[src/rtl/xbar_rr_arbiter.sv]
// xbar_rr_arbiter: per-output round-robin arbiter for the 5-port (N,S,E,W,L)
// router crossbar. Produces per-input pop requests and a grant matrix with
// zero latency, keeps one registered priority pointer per output, and counts
// flits discarded for illegal route addresses (saturating).
// Optional wormhole packet locking is compiled in with `XBAR_ARB_PKT_LOCK_EN.
module xbar_rr_arbiter #(
    parameter int NPORT = 5,
    parameter int AW    = 3,
    parameter int CW    = 8
) (
    input  logic                   clk,
    input  logic                   rst,
    input  logic [NPORT-1:0]       empty_i,
    input  logic [NPORT*AW-1:0]    address_route_i,
    input  logic [NPORT-1:0]       ready_i,
    input  logic [NPORT-1:0]       tail_i,
    output logic [NPORT-1:0]       pop_req_o,
    output logic [NPORT*NPORT-1:0] grant_o,
    output logic [CW-1:0]          drop_cnt_o
);

    localparam int PW = 3;

    logic [PW-1:0]    ptr_q   [NPORT];
    logic [NPORT-1:0] req     [NPORT];   // req[o][i]
    logic [NPORT-1:0] elig    [NPORT];   // requests surviving the lock mask
    logic [NPORT-1:0] gnt     [NPORT];   // gnt[o][i]
    logic [NPORT-1:0] illegal;
    logic [CW-1:0]    drop_cnt_q;
    logic [CW:0]      drop_sum;
    logic [2:0]       drop_add;

    // Decode each head flit into one request per output, or an illegal drop.
    always_comb begin
        for (int i = 0; i < NPORT; i++) begin
            illegal[i] = !empty_i[i] && (address_route_i[AW*i +: AW] >= AW'(NPORT));
        end
        for (int o = 0; o < NPORT; o++) begin
            for (int i = 0; i < NPORT; i++) begin
                req[o][i] = !empty_i[i] && (address_route_i[AW*i +: AW] == AW'(o))
                            && ready_i[o];
            end
        end
    end

`ifdef XBAR_ARB_PKT_LOCK_EN
    logic [NPORT-1:0] lock_q;
    logic [PW-1:0]    owner_q [NPORT];

    // While an output is locked, only the packet owner may compete for it.
    always_comb begin
        for (int o = 0; o < NPORT; o++) begin
            elig[o] = lock_q[o] ? (req[o] & (NPORT'(1) << owner_q[o])) : req[o];
        end
    end

    // Lock follows the tail bit of each granted flit: a non-tail flit holds
    // (or takes) the output, the tail flit releases it. No grant, no change.
    always_ff @(posedge clk or posedge rst) begin
        if (rst) begin
            lock_q <= '0;
            for (int o = 0; o < NPORT; o++) owner_q[o] <= '0;
        end else begin
            for (int o = 0; o < NPORT; o++) begin
                for (int i = 0; i < NPORT; i++) begin
                    if (gnt[o][i]) begin
                        lock_q[o]  <= !tail_i[i];
                        owner_q[o] <= PW'(i);
                    end
                end
            end
        end
    end
`else
    // Every flit is arbitrated independently; the tail flags are not needed.
    logic unused_tail;
    assign unused_tail = ^tail_i;

    // Without locking every request is eligible.
    always_comb begin
        for (int o = 0; o < NPORT; o++) elig[o] = req[o];
    end
`endif

    // Round-robin scan per output, starting at the pointer; first hit wins.
    always_comb begin
        int  start;
        int  idx;
        logic found;
        for (int o = 0; o < NPORT; o++) begin
            gnt[o] = '0;
            found  = 1'b0;
            // Out-of-range pointer values are treated as input 0.
            start  = (ptr_q[o] < PW'(NPORT)) ? int'(ptr_q[o]) : 0;
            for (int k = 0; k < NPORT; k++) begin
                idx = (start + k) % NPORT;
                if (!found && elig[o][idx]) begin
                    gnt[o][idx] = 1'b1;
                    found       = 1'b1;
                end
            end
        end
    end

    // Drive the grant matrix and pops; both are forced low while in reset.
    always_comb begin
        grant_o   = '0;
        pop_req_o = '0;
        // NOTE: combinational outputs are gated by rst directly so they drop
        // the instant reset asserts, not at the next clock edge.
        if (!rst) begin
            for (int o = 0; o < NPORT; o++) begin
                grant_o[NPORT*o +: NPORT] = gnt[o];
                pop_req_o                 = pop_req_o | gnt[o];
            end
            pop_req_o = pop_req_o | illegal;
        end
    end

    // Advance each output's pointer just past the input it served.
    always_ff @(posedge clk or posedge rst) begin
        // NOTE: the pointer array is tiny control state, not a RAM, so it is
        // reset like any other register.
        if (rst) begin
            for (int o = 0; o < NPORT; o++) ptr_q[o] <= '0;
        end else begin
            for (int o = 0; o < NPORT; o++) begin
                for (int i = 0; i < NPORT; i++) begin
                    if (gnt[o][i]) ptr_q[o] <= (i == NPORT-1) ? '0 : PW'(i+1);
                end
            end
        end
    end

    // Count simultaneous drops and add them with saturation.
    always_comb begin
        drop_add = '0;
        for (int i = 0; i < NPORT; i++) drop_add = drop_add + {2'b00, illegal[i]};
        drop_sum = {1'b0, drop_cnt_q} + (CW+1)'(drop_add);
    end

    // Saturating drop counter register.
    always_ff @(posedge clk or posedge rst) begin
        if (rst) begin
            drop_cnt_q <= '0;
        end else if (drop_sum[CW]) begin
            drop_cnt_q <= '1;
        end else begin
            drop_cnt_q <= drop_sum[CW-1:0];
        end
    end

    assign drop_cnt_o = drop_cnt_q;

endmodule

[config.mk]
export PLATFORM = sky130hd
export DESIGN_NAME = xbar_rr_arbiter
export DESIGN_NICKNAME = d
export VERILOG_FILES = /design/src/rtl/xbar_rr_arbiter.sv
export SDC_FILE = /design/constraint.sdc
export NUM_CORES = 1
export LEC_CHECK = 0
export CAP_MARGIN = 20
export CELL_PAD_IN_SITES_DETAIL_PLACEMENT = 2
export CELL_PAD_IN_SITES_GLOBAL_PLACEMENT = 2
export CORE_AREA = 3 3 200 202
export DETAILED_ROUTE_END_ITERATION = 10
export DIE_AREA = 0 0 203 205
export HOLD_SLACK_MARGIN = 0.12
export PLACE_DENSITY = 0.79
export SYNTH_ARGS = -nofsm -noshare
export SYNTH_HDL_FRONTEND = slang
export SYNTH_SLANG_ARGS = --single-unit
[constraint.sdc]
create_clock -name clk -period 8.2 [get_ports clk]
set_input_delay 1.64 -clock clk [delete_from_list [all_inputs] [get_ports clk]]
set_output_delay 1.64 -clock clk [all_outputs]
set_load 0.005 [all_outputs]
==> summary.txt, run 1 <==
Critical path
  – Crit path kind: flop to output pin
  – Worst r2r src: ptr_q[12]$_DFFE_PP0P_
  – Worst Setup End Kind: output pin
  – Startpoint of the worst setup timing path: ptr_q[12]$_DFFE_PP0P_
  – CP arrival: 6.25 ns
  – Register-to-Register Path Depth: 22
  – Crit start category: flop
  – Flop2flop setup slack: 2.67 ns
  – CP required: 6.56 ns
  – Largest fanout on the critical path: 12
  – CP endpoint: pop_req_o[4]
  – FF-to-FF End: ptr_q[14]$_DFFE_PP0P_

Routing
  – DR DRC count: 0
  – Vias: 13700
  – Drt first pass iters: 5
  – Routed length per instance: 23.2 um
  – DRT iter0 DRCs: 832
  – Antenna viol nets, final: 0
  – WL final: 51.3 mm
  – Vias per inst: 6.17

Synth
  – Post-Synthesis Cells: 1640
  – Xor/xnor share of the synthesized area: 1.91%
  – Ys async rst share: 100%
  – Yosys reg bits: 23
  – Synth area leader: ha_1
  – Yosys cell types: 99
  – Mapped cell area: 11500 sq um
  – Post-synth EDFFs: 0
  – Post-synthesis simple-gate area fraction: 32.6%
  – Synth Area in Adders: 16.4%
  – Top FF cell, synth: dfrtp_1
  – Post-Syn Nets: 1818
  – Largest family of logic cells by synthesized area: compound AO/OA/AOI/OAI gates
  – Area share of the leading cell type in the synthesized netlist: 15.2%
  – Synth warn: 0
  – Synth top area cells: ha_1 15%, dfrtp_1 5.0%, nor2_1 4.8%
  – Seq/Total Area, Yosys: 5.03%
  – Proportion of synthesized area in mux cells: 3.75%
  – Post-synthesis compound-gate area fraction: 33.9%
  – Syn Area/Cell: 6.98 sq um

Min path
  – HP Class: flop to flop

Timing
  – Setup TNS: 0 ns
  – Slew HR: 37.0%
  – Tcrit/Tclk final: 96.2%
  – Worst slew pin tran: 0.938 ns
  – Hold Vio Cnt, Final: 0
  – Setup Skew: 0.00870 ns
  – Pins Over Slew Limit: 0
  – RSZ-0062 raised after global routing: false
  – # setup viols final: 0
  – Tmin final: 7.89 ns
  – Hold_ws: 0.529 ns
  – Highest Clock Rate: 127 MHz

Outcome
  – Status: complete, no violations

Final layout
  – Fraction of layout instances using a drive strength above 1: 8.84%
  – Fin nets: 1876
  – Area grow syn2layout: 13.9%
  – Most common cell after layout, fill and taps aside: nor2_1
  – Most frequent cells in the layout: 146 x nor2_1, 138 x ha_1, 126 x nand2_1, 108 x inv_1, 84 x a21oi_1
  – Fill count: 4600

Global route
  – Largest net degree at the start of global routing: 29
  – Grt ovf: 0
  – Total GRT Usage: 23.8%
  – Global-route wire length before repair: 81.6 mm
  – Vias in the first global route: 14500
  – Antenna violations before repair: 1

Floorplanning
  – Number of placement rows: 72
  – Die X: 203 um
  – Die Height: 205 um
  – Die area: 41600 sq um
  – IO Pins: 70
  – Initial Util: 29.8%
  – Core area: 38500 sq um

Placed design
  – IO Port Bufs: 64
  – Routability cong.: 0.982
  – DPL Wire Length: 41.5 mm

Clocking
  – Post-CTS setup buffer count: 0
  – Clock root cell: clkbuf_16
  – Total CTS buffers: 3
  – CTS Buffer Depth: 2
  – Clock Latency Late Sink: 0.27 ns
  – H-tree depth: 1
  – CTS tree: built
  – CTS Hold Bufs: 0
  – CTS clock-pin slew for the worst setup and hold paths: 0.06 ns
  – Clk sink count: 23

Job
  – Max-Cap Viols: 0
[cells by family after synthesis]
group / Yosys count
mux: 38
flops: 23
xor+xnor: 25
fa+ha+maj: 146
compound gates: 539
buf+inv: 187
simple gates: 682
[metrics by stage]
stage	instances	worst slack, ns	instance area, sq um	util, %
after floorplan	1640	0.780	11500	-
after global placement	2211	0.652	12900	33.6
after detailed placement	2211	0.494	12900	33.6
after CTS	2215	0.138	13000	33.8
after global routing	2216	0.0130	13000	33.9
final	2217	0.314	13000	33.9
[worst max-delay path, cell delays in order (launching register included)]
cell and delay, ns:
dfrtp_1 0.54, or2b_1 0.33, ha_1 0.17, inv_1 0.04, ha_1 0.29, inv_1 0.08, ha_1 0.28, or3_4 0.40
o21ai_2 0.07, xnor2_1 0.16, inv_1 0.16, ha_1 0.21, inv_1 0.09, o211ai_1 0.16, o211ai_2 0.19, or3_4 0.39
o211a_1 0.23, or4_4 0.56, and3b_4 0.24, a21o_1 0.19, or3_1 0.38, o31a_1 0.35, clkdlybuf4s50_1 0.47
[state kept, by name, summed over array words and instances (netlist names)]
register / cells
drop_cnt_o: 8
ptr_q: 15
[Yosys cell counts (24+ instances only)]
cell	instances
nand2_1	126
o22ai_1	24
nor2b_1	32
o211ai_1	29
nor3_1	59
o21ai_0	79
mux2i_1	26
a21oi_1	84
nand4_1	25
nand2b_1	31
nand3_1	55
a211oi_1	30
inv_1	108
ha_1	139
clkbuf_1	52
nor2_1	146
a31oi_1	31
[cell type report]
class	count	area [sq um]	share of cell area [%]
diodes	2	5.00	0.0384
clock buffers	4	78.8	0.604
inverters	115	434	3.33
multi-input cells	1430	10200	78.2
flip-flops and latches	23	579	4.44
well taps	518	648	4.97
repair buffers	125	1100	8.42
[worst min-delay path by stage]
stage / startpoint / end / slack, ns / cells past startpoint
after floorplan: drop_cnt_o[6]$_DFF_PP0_ / drop_cnt_o[6]$_DFF_PP0_ / 0.49 / 1
final: drop_cnt_o[6]$_DFF_PP0_ / drop_cnt_o[6]$_DFF_PP0_ / 0.53 / 1
after CTS: drop_cnt_o[6]$_DFF_PP0_ / drop_cnt_o[6]$_DFF_PP0_ / 0.53 / 1
after global placement: drop_cnt_o[6]$_DFF_PP0_ / drop_cnt_o[6]$_DFF_PP0_ / 0.51 / 1
after global routing: drop_cnt_o[6]$_DFF_PP0_ / drop_cnt_o[6]$_DFF_PP0_ / 0.56 / 1
after detailed placement: drop_cnt_o[6]$_DFF_PP0_ / drop_cnt_o[6]$_DFF_PP0_ / 0.52 / 1
[metal layers]
| layer | vias to the layer above | track usage [%] | part of all wire (%) |
|---|---|---|---|
| met5 | - | 0 | 0 |
| met1 | 6924 | 31.3 | 45 |
| met2 | 293 | 41.4 | 48 |
| met4 | 0 | 6.61 | 2.9 |
| met3 | 74 | 2.42 | 4.3 |
| li1 | 6392 | - | - |
[timing repair]
| action | 4_1_cts | 5_1_grt |
|---|---|---|
| setup endpoints to repair | 0 | 8 |
| resized for setup | 0 | 16 |
| hold endpoints to repair | 0 | 0 |
Power of run 1 is not shown: default switching activity piles up to over one toggle a cycle in this logic, so the estimate is an artifact.
==> run 2, diff against run 1 <==
- CTS_CLUSTER_DIAMETER: default -> 40
==> results of run 2 <==
No change in the layout: final DEF, timing and power equal those of run 1.
Power of run 2 is left out for the same reason.
